==> src/rtl/mips_mem_pkg.sv <==
// Shared types and constants for the single-port memory arbiter between the
// fetch (IF) and memory (MEM) stages.
package mips_mem_pkg;

    localparam int DATA_W_DEF = 32;
    localparam int ADDR_W_DEF = 32;

    localparam logic [31:0] STALL_SAT = 32'hFFFF_FFFF;

    typedef enum logic [2:0] {
        ST_IDLE,
        ST_MEM_CMD,
        ST_MEM_WAIT,
        ST_IF_CMD,
        ST_IF_WAIT,
        ST_ADVANCE
    } arb_state_e;

endpackage

==> src/rtl/sat_counter32.sv <==
// 32-bit up-counter that sticks at all-ones instead of wrapping.
module sat_counter32
    import mips_mem_pkg::*;
(
    input  logic        clk,
    input  logic        rst_n,
    input  logic        inc,
    output logic [31:0] count
);

    logic [31:0] count_q;

    // NOTE: sequential state is written with non-blocking assignments only, so
    // every register samples pre-edge values regardless of process ordering.
    always_ff @(posedge clk or negedge rst_n) begin
        if (!rst_n) begin
            count_q <= '0;
        end else if (inc && (count_q != STALL_SAT)) begin
            count_q <= count_q + 32'd1;
        end
    end

    assign count = count_q;

endmodule

==> src/rtl/mem_port_arbiter.sv <==
// Arbitrates one single-port memory between instruction fetch and data access,
// stalling the pipeline until every access latched in IDLE has completed.
module mem_port_arbiter
    import mips_mem_pkg::*;
#(
    parameter int DATA_W = DATA_W_DEF,
    parameter int ADDR_W = ADDR_W_DEF
) (
    input  logic              clk,
    input  logic              rst_n,
    input  logic              IF_Req,
    input  logic [ADDR_W-1:0] IF_Addr,
    output logic [DATA_W-1:0] IF_Data,
    output logic              IF_Valid,
    input  logic              MEM_Req,
    input  logic              MEM_Write,
    input  logic [ADDR_W-1:0] MEM_Addr,
    input  logic [DATA_W-1:0] MEM_WData,
    output logic [DATA_W-1:0] MEM_RData,
    output logic              MEM_Valid,
    output logic              Cmd_Valid,
    output logic              Cmd_Write,
    output logic [ADDR_W-1:0] Cmd_Addr,
    output logic [DATA_W-1:0] Cmd_WData,
    input  logic              Cmd_Ready,
    input  logic              Rsp_Valid,
    input  logic [DATA_W-1:0] Rsp_Data,
    output logic              PC_Enable,
    output logic              IF_ID_Pipeline_Enable,
    output logic              Back_Stall,
    output logic [31:0]       Stall_Cycles
);

    arb_state_e        state_q, state_next;
    logic              need_if_q, need_mem_q;
    logic              mem_write_q;
    logic [ADDR_W-1:0] mem_addr_q, if_addr_q;
    logic [DATA_W-1:0] mem_wdata_q;
    logic [DATA_W-1:0] if_data_q, mem_rdata_q;
    logic              stall;
    logic              start;

    // Requests are sampled only when leaving IDLE; the pipeline may change them later.
    assign start = (state_q == ST_IDLE) && (IF_Req || MEM_Req);

    always_ff @(posedge clk or negedge rst_n) begin
        if (!rst_n) begin
            state_q <= ST_IDLE;
        end else begin
            state_q <= state_next;
        end
    end

    // NOTE: the latched request fields and capture registers are reset as well;
    // they drive outputs directly and must read as zero out of reset.
    always_ff @(posedge clk or negedge rst_n) begin
        if (!rst_n) begin
            need_if_q   <= 1'b0;
            need_mem_q  <= 1'b0;
            mem_write_q <= 1'b0;
            mem_addr_q  <= '0;
            mem_wdata_q <= '0;
            if_addr_q   <= '0;
        end else if (start) begin
            need_if_q   <= IF_Req;
            need_mem_q  <= MEM_Req;
            mem_write_q <= MEM_Write;
            mem_addr_q  <= MEM_Addr;
            mem_wdata_q <= MEM_WData;
            if_addr_q   <= IF_Addr;
        end
    end

    always_ff @(posedge clk or negedge rst_n) begin
        if (!rst_n) begin
            if_data_q   <= '0;
            mem_rdata_q <= '0;
        end else begin
            if ((state_q == ST_MEM_WAIT) && Rsp_Valid && !mem_write_q) begin
                mem_rdata_q <= Rsp_Data;
            end
            if ((state_q == ST_IF_WAIT) && Rsp_Valid) begin
                if_data_q <= Rsp_Data;
            end
        end
    end

    // NOTE: every output of this block gets a default before the case, so no
    // path through it can leave a signal unassigned and infer a latch.
    always_comb begin
        state_next = state_q;
        Cmd_Valid  = 1'b0;
        Cmd_Write  = 1'b0;
        Cmd_Addr   = mem_addr_q;
        Cmd_WData  = mem_wdata_q;
        IF_Valid   = 1'b0;
        MEM_Valid  = 1'b0;
        stall      = 1'b1;

        case (state_q)
            ST_IDLE: begin
                stall = IF_Req || MEM_Req;
                if (MEM_Req) begin
                    state_next = ST_MEM_CMD;
                end else if (IF_Req) begin
                    state_next = ST_IF_CMD;
                end
            end
            ST_MEM_CMD: begin
                Cmd_Valid = 1'b1;
                Cmd_Write = mem_write_q;
                if (Cmd_Ready) begin
                    state_next = ST_MEM_WAIT;
                end
            end
            ST_MEM_WAIT: begin
                if (Rsp_Valid) begin
                    state_next = need_if_q ? ST_IF_CMD : ST_ADVANCE;
                end
            end
            ST_IF_CMD: begin
                Cmd_Valid = 1'b1;
                Cmd_Addr  = if_addr_q;
                if (Cmd_Ready) begin
                    state_next = ST_IF_WAIT;
                end
            end
            ST_IF_WAIT: begin
                if (Rsp_Valid) begin
                    state_next = ST_ADVANCE;
                end
            end
            ST_ADVANCE: begin
                stall      = 1'b0;
                IF_Valid   = need_if_q;
                MEM_Valid  = need_mem_q;
                state_next = ST_IDLE;
            end
            default: begin
                state_next = ST_IDLE;
            end
        endcase
    end

    assign PC_Enable             = !stall;
    assign IF_ID_Pipeline_Enable = !stall;
    assign Back_Stall            = stall;
    assign IF_Data               = if_data_q;
    assign MEM_RData             = mem_rdata_q;

    sat_counter32 u_stall_cnt (
        .clk   (clk),
        .rst_n (rst_n),
        .inc   (stall),
        .count (Stall_Cycles)
    );

endmodule
==> config.mk <==
export PLATFORM = sky130hd
export DESIGN_NAME = mem_port_arbiter
export DESIGN_NICKNAME = d
export VERILOG_FILES = /design/src/rtl/mips_mem_pkg.sv /design/src/rtl/sat_counter32.sv /design/src/rtl/mem_port_arbiter.sv
export SDC_FILE = /design/constraint.sdc
export NUM_CORES = 1
export LEC_CHECK = 0
export BUFFER_PORTS_ARGS = -buffer_cell sky130_fd_sc_hd__buf_2
export CORE_MARGIN = 5
export CORE_UTILIZATION = 45
export CTS_CLUSTER_DIAMETER = 120
export DETAILED_ROUTE_END_ITERATION = 6
export PLACE_DENSITY = 0.77
export SLEW_MARGIN = 25
export SYNTH_ARGS = -nofsm -noshare
export SYNTH_HDL_FRONTEND = slang
export SYNTH_SLANG_ARGS = --single-unit
export TNS_END_PERCENT = 50
==> constraint.sdc <==
create_clock -name clk -period 2.3 [get_ports clk]
set_clock_uncertainty 0.05 [all_clocks]
set_input_delay 0.345 -clock clk [delete_from_list [all_inputs] [get_ports clk]]
set_output_delay 0.345 -clock clk [all_outputs]
set_load 0.005 [all_outputs]
==> results of run 1 <==
-- cells by family (layout without fill, tap and decap cells) --
| logic type | Yosys count | after routing | share of synthesized area |
|---|---|---|---|
| xor gates and xnor gates | 29 | 29 | 0.0308 |
| DFF | 198 | 198 | 0.600 |
| adders and majority gates | 1 | 1 | 0.00152 |
| and+or+nand+nor | 105 | 105 | 0.0702 |
| muxes | 196 | 196 | 0.267 |
| buffers and inverters | 34 | 369 | 0.0174 |
| AOI/OAI and AO/OA | 14 | 14 | 0.0124 |
-- through the flow --
step	utilization	setup TNS, ns	hold WS, ns
2_1_floorplan	-	0	-0.000591
3_3_place_gp	0.566	0	0.260
3_5_place_dp	0.566	0	0.258
4_1_cts	0.603	0	0.0672
5_1_grt	0.606	-0.139	0.0636
6_report	0.606	0	0.0803
-- cell usage in the layout, fill, tap and decap left out, types with 2 or more instances in the layout --
cell type	n
o21ai_0	2
a211oi_1	3
clkinvlp_4	3
nand2b_1	2
clkbuf_8	3
buf_2	297
nor4_1	9
nand4_1	4
buf_6	4
nor3_1	19
nand2_1	20
nor3b_1	4
mux2_1	2
nand3_1	16
o31ai_1	2
xor2_1	25
and3_1	6
inv_1	5
inv_8	4
nor4b_1	2
xnor2_1	4
mux2_2	194
buf_12	8
nor2_1	10
clkbuf_16	18
clkinv_4	5
buf_4	18
dfrtp_1	197
or4_1	2
-- power breakdown --
group	switching, uW	leakage (uW)	total [uW]	internal [uW]
Combinational	2260	0.00272	5570	3300
Clock	1420	0.000273	2890	1480
Sequential	767	0.00240	5810	5040
-- worst min path at each step --
stage / startpoint / end / slack (ns) / cells after the start
after CTS: MEM_Addr[8] / mem_addr_q[8]$_DFFE_PN0P_ / 0.07 / 2
after global routing: MEM_WData[17] / Cmd_WData[17]$_DFFE_PN0P_ / 0.06 / 2
final: MEM_Addr[8] / mem_addr_q[8]$_DFFE_PN0P_ / 0.08 / 2
after detailed placement: rst_n / if_addr_q[22]$_DFFE_PN0P_ / 0.26 / 1
after global placement: rst_n / Cmd_WData[23]$_DFFE_PN0P_ / 0.26 / 1
after floorplan: rst_n / Cmd_WData[0]$_DFFE_PN0P_ / -0.0006 / 0
-- sequential cells by signal, summed over array words and instances (netlist names), 3 cells and up --
| signal | flops |
|---|---|
| Cmd_WData | 32 |
| IF_Data | 32 |
| MEM_RData | 32 |
| if_addr_q | 32 |
| mem_addr_q | 32 |
| state_q | 3 |
| u_stall_cnt.count | 32 |
-- cell type report --
cell class / instances / area share
Sequential cell: 198 / 0.454
Multi-Input combinational cell: 345 / 0.292
Timing Repair Buffer: 331 / 0.174
Clock buffer: 19 / 0.0415
Tap cell: 229 / 0.0262
Clock inverter: 13 / 0.0107
Inverter: 6 / 0.00229
-- worst max-delay path, delay by kind of cell, from the launching register on --
kind / cells / cell delay [ns]
buf+inv: 3 / 0.49
mux: 1 / 0.36
simple gates: 1 / 0.14
flops: 1 / 0.42
-- per-layer routing --
metal / vias up / GRT usage
met5: - / 0
met4: 2 / 0.0564
met3: 31 / 0.0760
met2: 191 / 0.322
met1: 2848 / 0.224
li1: 2702 / -
-- what timing repair did --
item / CTS / global route
resized for setup: 11 / 3
pin swaps: 1 / 1
endpoints found under the hold margin: 40 / 0
buffers inserted: 3 / 2
cloned: 1 / 1
hold buffers: 1 / 0
setup endpoints to repair: 35 / 27
==> summary.txt, run 1 <==
Floorplanning
  • Initial standard-cell utilization of the core: 0.458
  • Die Wd: 145 um
  • Site Rows: 49
  • Vert. Die Dim: 145 um
  • Floorplan core area: 0.0180 mm2
  • Area of the die: 0.0212 mm2
  • Io pins: 302

Final layout
  • Layout overhead on the synthesized area: 32.4%
  • Final instance area: 0.0109 mm2
  • Footprint of the multi-input gates: 0.00319 mm2
  • Number of antenna diodes: 0
  • Layout net count: 1,035
  • Number of filler cells placed in the layout: 1,469
  • Storage element area: 0.00496 mm2
  • Number of cells in the finished layout apart from fillers: 1,141
  • Ratio of cells with drive above 1 in the final layout: 0.622

STA
  • Transition at the pin with the smallest max-transition slack: 0.432 ns
  • Tcrit/Tclk final: 0.975
  • Final number of setup-violating endpoints: 0
  • Fin. max-slew vios: 0
  • Minimum setup slack in the final design: 0.0585 ns
  • Final Hold Viols: 0
  • Setup repair after global routing missed its margin: true
  • Max Freq: 446 MHz
  • Minimum clock period: 2.24 ns
  • Worst slew margin relative to its limit: 0.708

Synth
  • Most area-consuming cells after synthesis: dfrtp_1 (60%), mux2_2 (26%), xor2_1 (2.7%)
  • Gate count after technology mapping: 577
  • Sequential cell area fraction in the yosys report: 0.600
  • Most frequently used flop master after synthesis: dfrtp_1
  • Unique masters post-synth: 42
  • Most used standard cells in the synthesized netlist: dfrtp_1 (198), mux2_2 (194), xor2_1 (25)
  • Syn_nets: 713
  • Number of warnings printed during yosys synthesis: 0
  • Cell with the most instances after synthesis: dfrtp_1
  • Count of flip-flops with a built-in enable after synthesis: 0
  • Async S/R FF share, synth: 1.00
  • Yosys top cell by area: dfrtp_1
  • Share of Yosys cell area claimed by the top area cell type: 0.600
  • Synth Cell Area: 0.00825 mm2
  • Synthesized area divided by synthesized cell count: 14.3 um2
  • Flip-flop and latch count after synthesis: 198

Routing
  • DRC viols: 0
  • Met1 WL: 7.92 mm
  • Number of DRC markers after the initial detailed-route iteration: 198
  • Number of vias per cell after detailed routing: 5.06
  • Post-route ant nets: 0
  • Detail Route met3 WL: 1.74 mm
  • 1st-pass router iterations: 4
  • Top metal layer carrying routed signals: met5
  • Overall via count from detail_route: 5,774
  • Routed wire length per instance: 17.6 um
  • Routed Wire Length: 20.1 mm
  • Met2 layer wire length in the routed design: 10.1 mm

Clock tree
  • Clock root buffer master: clkbuf_16
  • Sinks on Clock Net: 198
  • CTS tree: yes
  • Number of buffers created by CTS: 17
  • Depth of the CTS H-tree: 4
  • Clock insertion delay at the later pin of the skew report: 0.44 ns
  • Clock transition at path regs: 0.08 ns
  • Maximum clock path buffer count: 2

Critical path
  • Slowest cell delay on critical path: 0.42 ns
  • Sort of element at the end of the critical path: output port
  • Worst-case register-to-register setup slack: 0.10 ns
  • Slowest cell on the critical path: dfrtp_1
  • Required time worst endpoint: 1.90 ns
  • Signal arrival time at the worst endpoint: 1.85 ns
  • Start-to-end type of the worst setup path: reg2out
  • Reg2Reg Capture Point: u_stall_cnt.count[1]$_DFFE_PN0P_
  • Capture point of the worst path: Cmd_Addr[14]
  • Critical-path maximum fanout: 12
  • Reg2reg start: u_stall_cnt.count[1]$_DFFE_PN0P_
  • Worst-case reg-to-reg path depth: 7
  • Crit. Startpoint: state_q[1]$_DFFE_PN0P_
  • Sequence of cells on the critical path: buf_4 -> nand2_4 -> buf_12 -> mux2_2 -> buf_2
  • Startpoint type of the worst setup path: flip-flop

Placed design
  • Final weighted congestion of routability-driven global placement: 0.788
  • HPWL after DPL: 14.7 mm
  • Placed Area: 0.0102 mm2
  • Number of cells after detailed placement: 1,101
  • Post-placement worst setup slack: 0.0888 ns
  • Quantity of I/O buffers inserted on ports: 301

Global routing
  • First-pass GRT wire length: 32.9 mm
  • Number of global-route vias before repair: 6,287
  • Total global routing track utilization: 0.190
  • Total global routing overflow: 0
  • Pin count of the biggest net entering global routing: 48
  • Initial antenna violation count: 1

Outcome
  • Run status: finished clean

Power
  • Leakage: 0.00539 uW
  • Power density relative to cell area: 1310 mW/mm2
  • Power, Total: 14,300 uW
  • Largest voltage drop on the vdd net: 0.000726 V

Worst hold path
  • Path type of the worst min-delay path: in2reg

Flow run
  • Count of max-cap constraint violations: 0
(Power assumes the default switching activity.)
==> run 2, diff against run 1 <==
--- a/config.mk
+++ b/config.mk
@@ -6,6 +6,7 @@
 export NUM_CORES = 1
 export LEC_CHECK = 0
 export BUFFER_PORTS_ARGS = -buffer_cell sky130_fd_sc_hd__buf_2
+export CORE_ASPECT_RATIO = 1.1
 export CORE_MARGIN = 5
 export CORE_UTILIZATION = 45
 export CTS_CLUSTER_DIAMETER = 120
==> summary.txt, run 2 (synthesis gave the netlist of run 1 again) <==
Critical path
  • Sort of element at the end of the critical path: flip-flop
  • Critical-path maximum fanout: 4 (-8)
  • Signal arrival time at the worst endpoint: 2.52 ns (+0.67 ns)
  • Start-to-end type of the worst setup path: reg2reg
  • Required time worst endpoint: 2.56 ns (+0.66 ns)
  • Startpoint type of the worst setup path: flip-flop

Global routing
  • First-pass GRT wire length: 33.0 mm (+0.36%)
  • Number of global-route vias before repair: 6,440 (+2.4%)
  • Initial antenna violation count: 3 (+2)
  • Total global routing overflow: 0 (unchanged)
  • Total global routing track utilization: 0.191 (+0.000608)
  • Pin count of the biggest net entering global routing: 67 (+40%)

Routing
  • Overall via count from detail_route: 5,864 (+1.6%)
  • Routed Wire Length: 20.0 mm (-0.47%)
  • Number of DRC markers after the initial detailed-route iteration: 172 (-13%)
  • Routed wire length per instance: 17.2 um (-2.3%)
  • DRC viols: 0 (unchanged)
  • Post-route ant nets: 0 (unchanged)
  • Number of vias per cell after detailed routing: 5.05 (-0.28%)
  • 1st-pass router iterations: 4 (unchanged)

STA
  • Final Hold Viols: 0 (unchanged)
  • Fin. max-slew vios: 0 (unchanged)
  • Worst slew margin relative to its limit: 0.623 (-0.0851)
  • Minimum clock period: 2.25 ns (+0.0122 ns)
  • Transition at the pin with the smallest max-transition slack: 0.566 ns (+0.134 ns)
  • Minimum setup slack in the final design: 0.0463 ns (-0.0122 ns)
  • Setup repair after global routing missed its margin: true
  • Final number of setup-violating endpoints: 0 (unchanged)
  • Max Freq: 444 MHz (-0.54%)
  • Tcrit/Tclk final: 0.980 (+0.00532)

Floorplanning
  • Initial standard-cell utilization of the core: 0.453 (-0.00484)
  • Die Wd: 139 um (-4.3%)
  • Floorplan core area: 0.0182 mm2 (+1.1%)
  • Site Rows: 52 (+6.1%)
  • Area of the die: 0.0212 mm2 (about the same)
  • Io pins: 302 (unchanged)
  • Vert. Die Dim: 152 um (+4.5%)

Power
  • Largest voltage drop on the vdd net: 0.000707 V (-2.7%)
  • Leakage: 0.00544 uW (+0.89%)
  • Power density relative to cell area: 1310 mW/mm2 (about the same)

Final layout
  • Number of cells in the finished layout apart from fillers: 1,162 (+1.8%)
  • Final instance area: 0.0110 mm2 (+0.84%)
  • Layout net count: 1,041 (+0.58%)
  • Ratio of cells with drive above 1 in the final layout: 0.627 (+0.00574)
  • Number of filler cells placed in the layout: 1,466 (-0.20%)
  • Commonest cells after routing, fill and taps aside: buf_2 (300), dfrtp_1 (198), mux2_2 (194)
  • Layout overhead on the synthesized area: 33.5%
  • Most common library cell in the layout ignoring fill and taps: buf_2
  • End-of-flow core utilization: 0.605 (-0.00140)

Placed design
  • Placed Area: 0.0102 mm2 (+0.37%)
  • Number of cells after detailed placement: 1,121 (+1.8%)
  • Final weighted congestion of routability-driven global placement: 0.806 (+2.3%)
  • Quantity of I/O buffers inserted on ports: 301 (unchanged)
  • Post-placement worst setup slack: 0.0382 ns (-0.0506 ns)
  • HPWL after DPL: 14.7 mm (+0.57%)

Clock tree
  • Depth of the CTS H-tree: 4 (unchanged)
  • Number of buffers created by CTS: 17 (unchanged)
  • CTS tree: yes
  • Sinks on Clock Net: 198 (unchanged)
  • Clock root buffer master: clkbuf_16
  • Clock insertion delay at the later pin of the skew report: 0.43 ns (about the same)
  • Maximum clock path buffer count: 2 (unchanged)
  • Clock transition at path regs: 0.08 ns (about the same)

Outcome
  • Run status: finished clean

Worst hold path
  • Path type of the worst min-delay path: in2reg

Flow run
  • Count of max-cap constraint violations: 0 (unchanged)
run 2: critical path, stage by stage (launching register included):
cell and delay (ns):
dfrtp_1 0.39, ha_1 0.19, nand3_1 0.10, or4_4 0.57, nor4_4 0.31, buf_4 0.19, nor2_2 0.05, mux2_1 0.30
run 2: routing by layer:
metal	up-vias	GRT usage	wire length (um)
met5	-	0	18
li1	2730	-	-
met4	4	0.0736	602
met3	49	0.0811	1800
met2	209	0.314	9760
met1	2872	0.222	7830
run 2: worst paths after layout:
path,startpoint,to,slack (ns),depth (start not counted)
worst max-delay path,u_stall_cnt.count[1]$_DFFE_PN0P_,u_stall_cnt.count[1]$_DFFE_PN0P_,0.05,7
worst min-delay path,MEM_Addr[10],mem_addr_q[10]$_DFFE_PN0P_,0.08,2
worst max register to register,u_stall_cnt.count[1]$_DFFE_PN0P_,u_stall_cnt.count[1]$_DFFE_PN0P_,0.05,7
worst min register to register,need_mem_q$_DFFE_PN0P_,need_mem_q$_DFFE_PN0P_,0.44,2
max in group asynchronous,rst_n,if_addr_q[15]$_DFFE_PN0P_,1.11,3
min in group asynchronous,rst_n,Cmd_WData[21]$_DFFE_PN0P_,0.41,2
run 2: report_power, final:
part	internal (uW)	switching, uW
Sequential	5040	803
Combinational	3230	2190
Clock	1690	1430
Total	9960	4420
run 2: timing repair:
item                                    4_1_cts  5_1_grt
hold endpoints to repair                     60        0
endpoints found under the setup margin       35       41
hold buffers                                  1        0
setup buffers                                 3        2
pin swaps                                     2        0
gates resized for setup                       8        6
gates cloned                                  0        2
run 2: layout make-up:
class	instances	area (um2)	share of cell area
Sequential cell	198	4950	0.450
Multi-Input combinational cell	345	3210	0.291
Timing Repair Buffer	337	1900	0.173
Clock buffer	18	439	0.0399
Tap cell	243	304	0.0276
Clock inverter	14	188	0.0170
Inverter	6	22.5	0.00204
Antenna cell	1	2.50	0.000227
run 2: per-stage QoR:
| stage | total power (uW) | hold WS (ns) | setup TNS, ns |
|---|---|---|---|
| CTS | 14500 | 0.0644 | 0 |
| finish | 14400 | 0.0830 | 0 |
| global route | 15400 | 0.0576 | -0.113 |
| floorplan | 8820 | -0.000591 | 0 |
| detailed placement | 11200 | 0.337 | 0 |
| global placement | 11000 | 0.337 | 0 |
==> run 3, diff against run 2 <==
--- a/config.mk
+++ b/config.mk
@@ -12,6 +12,7 @@
 export CTS_CLUSTER_DIAMETER = 120
 export DETAILED_ROUTE_END_ITERATION = 6
 export PLACE_DENSITY = 0.77
+export RECOVER_POWER = 50
 export SLEW_MARGIN = 25
 export SYNTH_ARGS = -nofsm -noshare
 export SYNTH_HDL_FRONTEND = slang
==> constraint.sdc (replaced) <==
create_clock -name clk -period 2.3 [get_ports clk]
set_clock_uncertainty 0.05 [all_clocks]
set_input_delay 0.345 -clock clk [delete_from_list [all_inputs] [get_ports clk]]
set_output_delay 0.345 -clock clk [all_outputs]
set_load 0.02 [all_outputs]
==> summary.txt, run 3 (synthesis gave the netlist of run 1 again) <==
STA
  • Minimum setup slack in the final design: 0.00507 ns (-0.0412 ns)
  • Tcrit/Tclk final: 0.998 (+0.0179)
  • Fin. max-slew vios: 0 (unchanged)
  • Transition at the pin with the smallest max-transition slack: 1.50 ns (+0.933 ns)
  • Setup repair after global routing missed its margin: true
  • Final Hold Viols: 0 (unchanged)
  • Final hold slack: 0.0878 ns (+0.00484 ns)
  • Final number of setup-violating endpoints: 0 (unchanged)
  • Worst slew margin relative to its limit: 0.00117 (-0.622)
  • Minimum clock period: 2.29 ns (+0.0412 ns)
  • Max Freq: 436 MHz (-1.8%)

Global routing
  • Total global routing track utilization: 0.201 (+0.0100)
  • Pin count of the biggest net entering global routing: 60 (-10%)
  • Number of global-route vias before repair: 6,661 (+3.4%)
  • Initial antenna violation count: 1 (-2)
  • First-pass GRT wire length: 34.9 mm (+5.5%)
  • Total global routing overflow: 0 (unchanged)

Flow run
  • Count of max-cap constraint violations: 1 (+1)

Floorplanning
  • Initial standard-cell utilization of the core: 0.453 (unchanged)
  • Floorplan core area: 0.0182 mm2 (unchanged)
  • Die Wd: 139 um (unchanged)
  • Area of the die: 0.0212 mm2 (unchanged)
  • Vert. Die Dim: 152 um (unchanged)
  • Site Rows: 52 (unchanged)
  • Io pins: 302 (unchanged)

Outcome
  • Run status: complete, but fails checks
  • Violations in the final reports: capacitance limit

Final layout
  • Number of filler cells placed in the layout: 1,443 (-1.6%)
  • Layout overhead on the synthesized area: 36.2%
  • Ratio of cells with drive above 1 in the final layout: 0.556 (-0.0717)
  • Layout net count: 1,046 (+0.48%)
  • Commonest cells after routing, fill and taps aside: dfrtp_1 (198), buf_2 (198), mux2_2 (188)

Critical path
  • CP delay by family, top: buffers and inverters
  • Worst-case register-to-register setup slack: 0.005 ns (-0.04 ns)
  • Slowest cell on the critical path: dfrtp_1
  • Worst-case reg-to-reg path depth: 7 (unchanged)
  • Reg2reg start: u_stall_cnt.count[1]$_DFFE_PN0P_
  • Critical-path maximum fanout: 8 (+4)
  • Required time worst endpoint: 1.90 ns (-0.66 ns)
  • Startpoint type of the worst setup path: flip-flop
  • Signal arrival time at the worst endpoint: 1.90 ns (-0.62 ns)
  • Buf/Inv on CP: 4 (+3)
  • Start-to-end type of the worst setup path: reg2out
  • Sort of element at the end of the critical path: output port
  • Slowest cell delay on critical path: 0.39 ns (-0.18 ns)
  • Cell seen most often among critical-path stages: buf_6
  • Reg2Reg Capture Point: u_stall_cnt.count[1]$_DFFE_PN0P_
  • Sequence of cells on the critical path: buf_6 -> nor2b_4 -> nand2_4 -> buf_12 -> buf_16 -> mux2_4 -> buf_6

Routing
  • 1st-pass router iterations: 4 (unchanged)
  • Overall via count from detail_route: 5,976 (+1.9%)
  • Number of vias per cell after detailed routing: 5.12 (+1.5%)
  • Number of DRC markers after the initial detailed-route iteration: 237 (+38%)
  • Routed Wire Length: 20.9 mm (+4.6%)
  • Post-route ant nets: 0 (unchanged)
  • DRC viols: 0 (unchanged)
  • Routed wire length per instance: 17.9 um (+4.2%)

Placed design
  • Final weighted congestion of routability-driven global placement: 0.801 (-0.58%)
  • Quantity of I/O buffers inserted on ports: 301 (unchanged)
  • HPWL after DPL: 15.0 mm (+1.8%)
  • Post-placement worst setup slack: 0.0907 ns (+0.0524 ns)

Worst hold path
  • Path type of the worst min-delay path: in2reg
  • Startpoint of the worst hold path: MEM_Addr[11]
  • Hold-critical path endpoint: mem_addr_q[11]$_DFFE_PN0P_
  • Worst hold path depth: 2 (unchanged)

Clock tree
  • Clock root buffer master: clkbuf_16
  • Sinks on Clock Net: 198 (unchanged)
  • Maximum clock path buffer count: 2 (unchanged)
  • Number of buffers created by CTS: 17 (unchanged)
  • Depth of the CTS H-tree: 4 (unchanged)
  • CTS tree: yes
  • Clock transition at path regs: 0.08 ns (about the same)
  • Clock insertion delay at the later pin of the skew report: 0.42 ns (about the same)

Power
  • Power, Total: 16,700 uW (+16%)
  • Leakage: 0.00534 uW (-1.9%)
  • Largest voltage drop on the vdd net: 0.000949 V (+34%)
  • Power density relative to cell area: 1490 mW/mm2 (+14%)
[run 3: cell types whose count changed in the layout (fill, tap and decap cells not counted), moves of 3 or more]
cell | previous run | this run
mux2_2 | 194 | 188
clkinv_4 | 4 | 1
buf_6 | 2 | 38
buf_2 | 300 | 198
clkinvlp_4 | 0 | 4
mux2_4 | 0 | 6
clkbuf_1 | 0 | 70
[run 3: how the worst max path moves through the flow]
stage,startpoint,end,cells after the start
6_report,state_q[2]$_DFFE_PN0P_,Cmd_Addr[11],7
5_1_grt,state_q[2]$_DFFE_PN0P_,Cmd_Addr[11],7
3_3_place_gp,MEM_Req,IF_ID_Pipeline_Enable,5
2_1_floorplan,u_stall_cnt.count[0]$_DFFE_PN0P_,u_stall_cnt.count[5]$_DFFE_PN0P_,6
4_1_cts,state_q[0]$_DFFE_PN0P_,Cmd_Addr[18],7
3_5_place_dp,u_stall_cnt.count[1]$_DFFE_PN0P_,u_stall_cnt.count[27]$_DFFE_PN0P_,7
[run 3: report_power, final]
group	internal, uW	leakage (uW)	switching [uW]
clock	1670	0.000283	1390
sequential	5040	0.00240	844
combinational	3770	0.00265	4020
[run 3: repair_timing]
action / 4_1_cts / 5_1_grt
setup buffers: 7 / 3
gates cloned: 3 / 0
setup endpoints to repair: 34 / 52
hold endpoints to repair: 55 / 0
pin swaps: 2 / 1
hold buffers: 1 / 0
gates resized for setup: 64 / 30
[run 3: layer usage]
metal / global-route usage / share of wire
met2: 0.347 / 0.52
met1: 0.233 / 0.38
met3: 0.0682 / 0.080
met5: 0 / 0
met4: 0.0713 / 0.019
[run 3: worst reg2reg max path: stages, from the launching register on]
cell	delay, ns
dfrtp_1	0.42
ha_4	0.17
nand3_2	0.11
or4_4	0.56
nor4_4	0.33
buf_4	0.19
nor2_2	0.04
mux2_1	0.30
[run 3: area by class of cell]
| type | instances | area [um2] | area share |
|---|---|---|---|
| flip-flops and latches | 198 | 4950 | 0.441 |
| repair buffers | 342 | 2100 | 0.186 |
| clock inverters | 13 | 164 | 0.0146 |
| diodes | 1 | 2.50 | 0.000223 |
| well taps | 243 | 304 | 0.0270 |
| clock buffers | 19 | 443 | 0.0394 |
| multi-input cells | 345 | 3250 | 0.289 |
| inverters | 6 | 27.5 | 0.00245 |
[run 3: through the flow]
stage | TNS (ns) | util | cell area (um2) | std cells
3_3_place_gp | 0 | 0.566 | 10300 | 1122
6_report | 0 | 0.617 | 11200 | 1167
2_1_floorplan | 0 | - | 8250 | 577
5_1_grt | -1.46 | 0.617 | 11200 | 1167
3_5_place_dp | 0 | 0.566 | 10300 | 1122
4_1_cts | -0.137 | 0.619 | 11300 | 1165
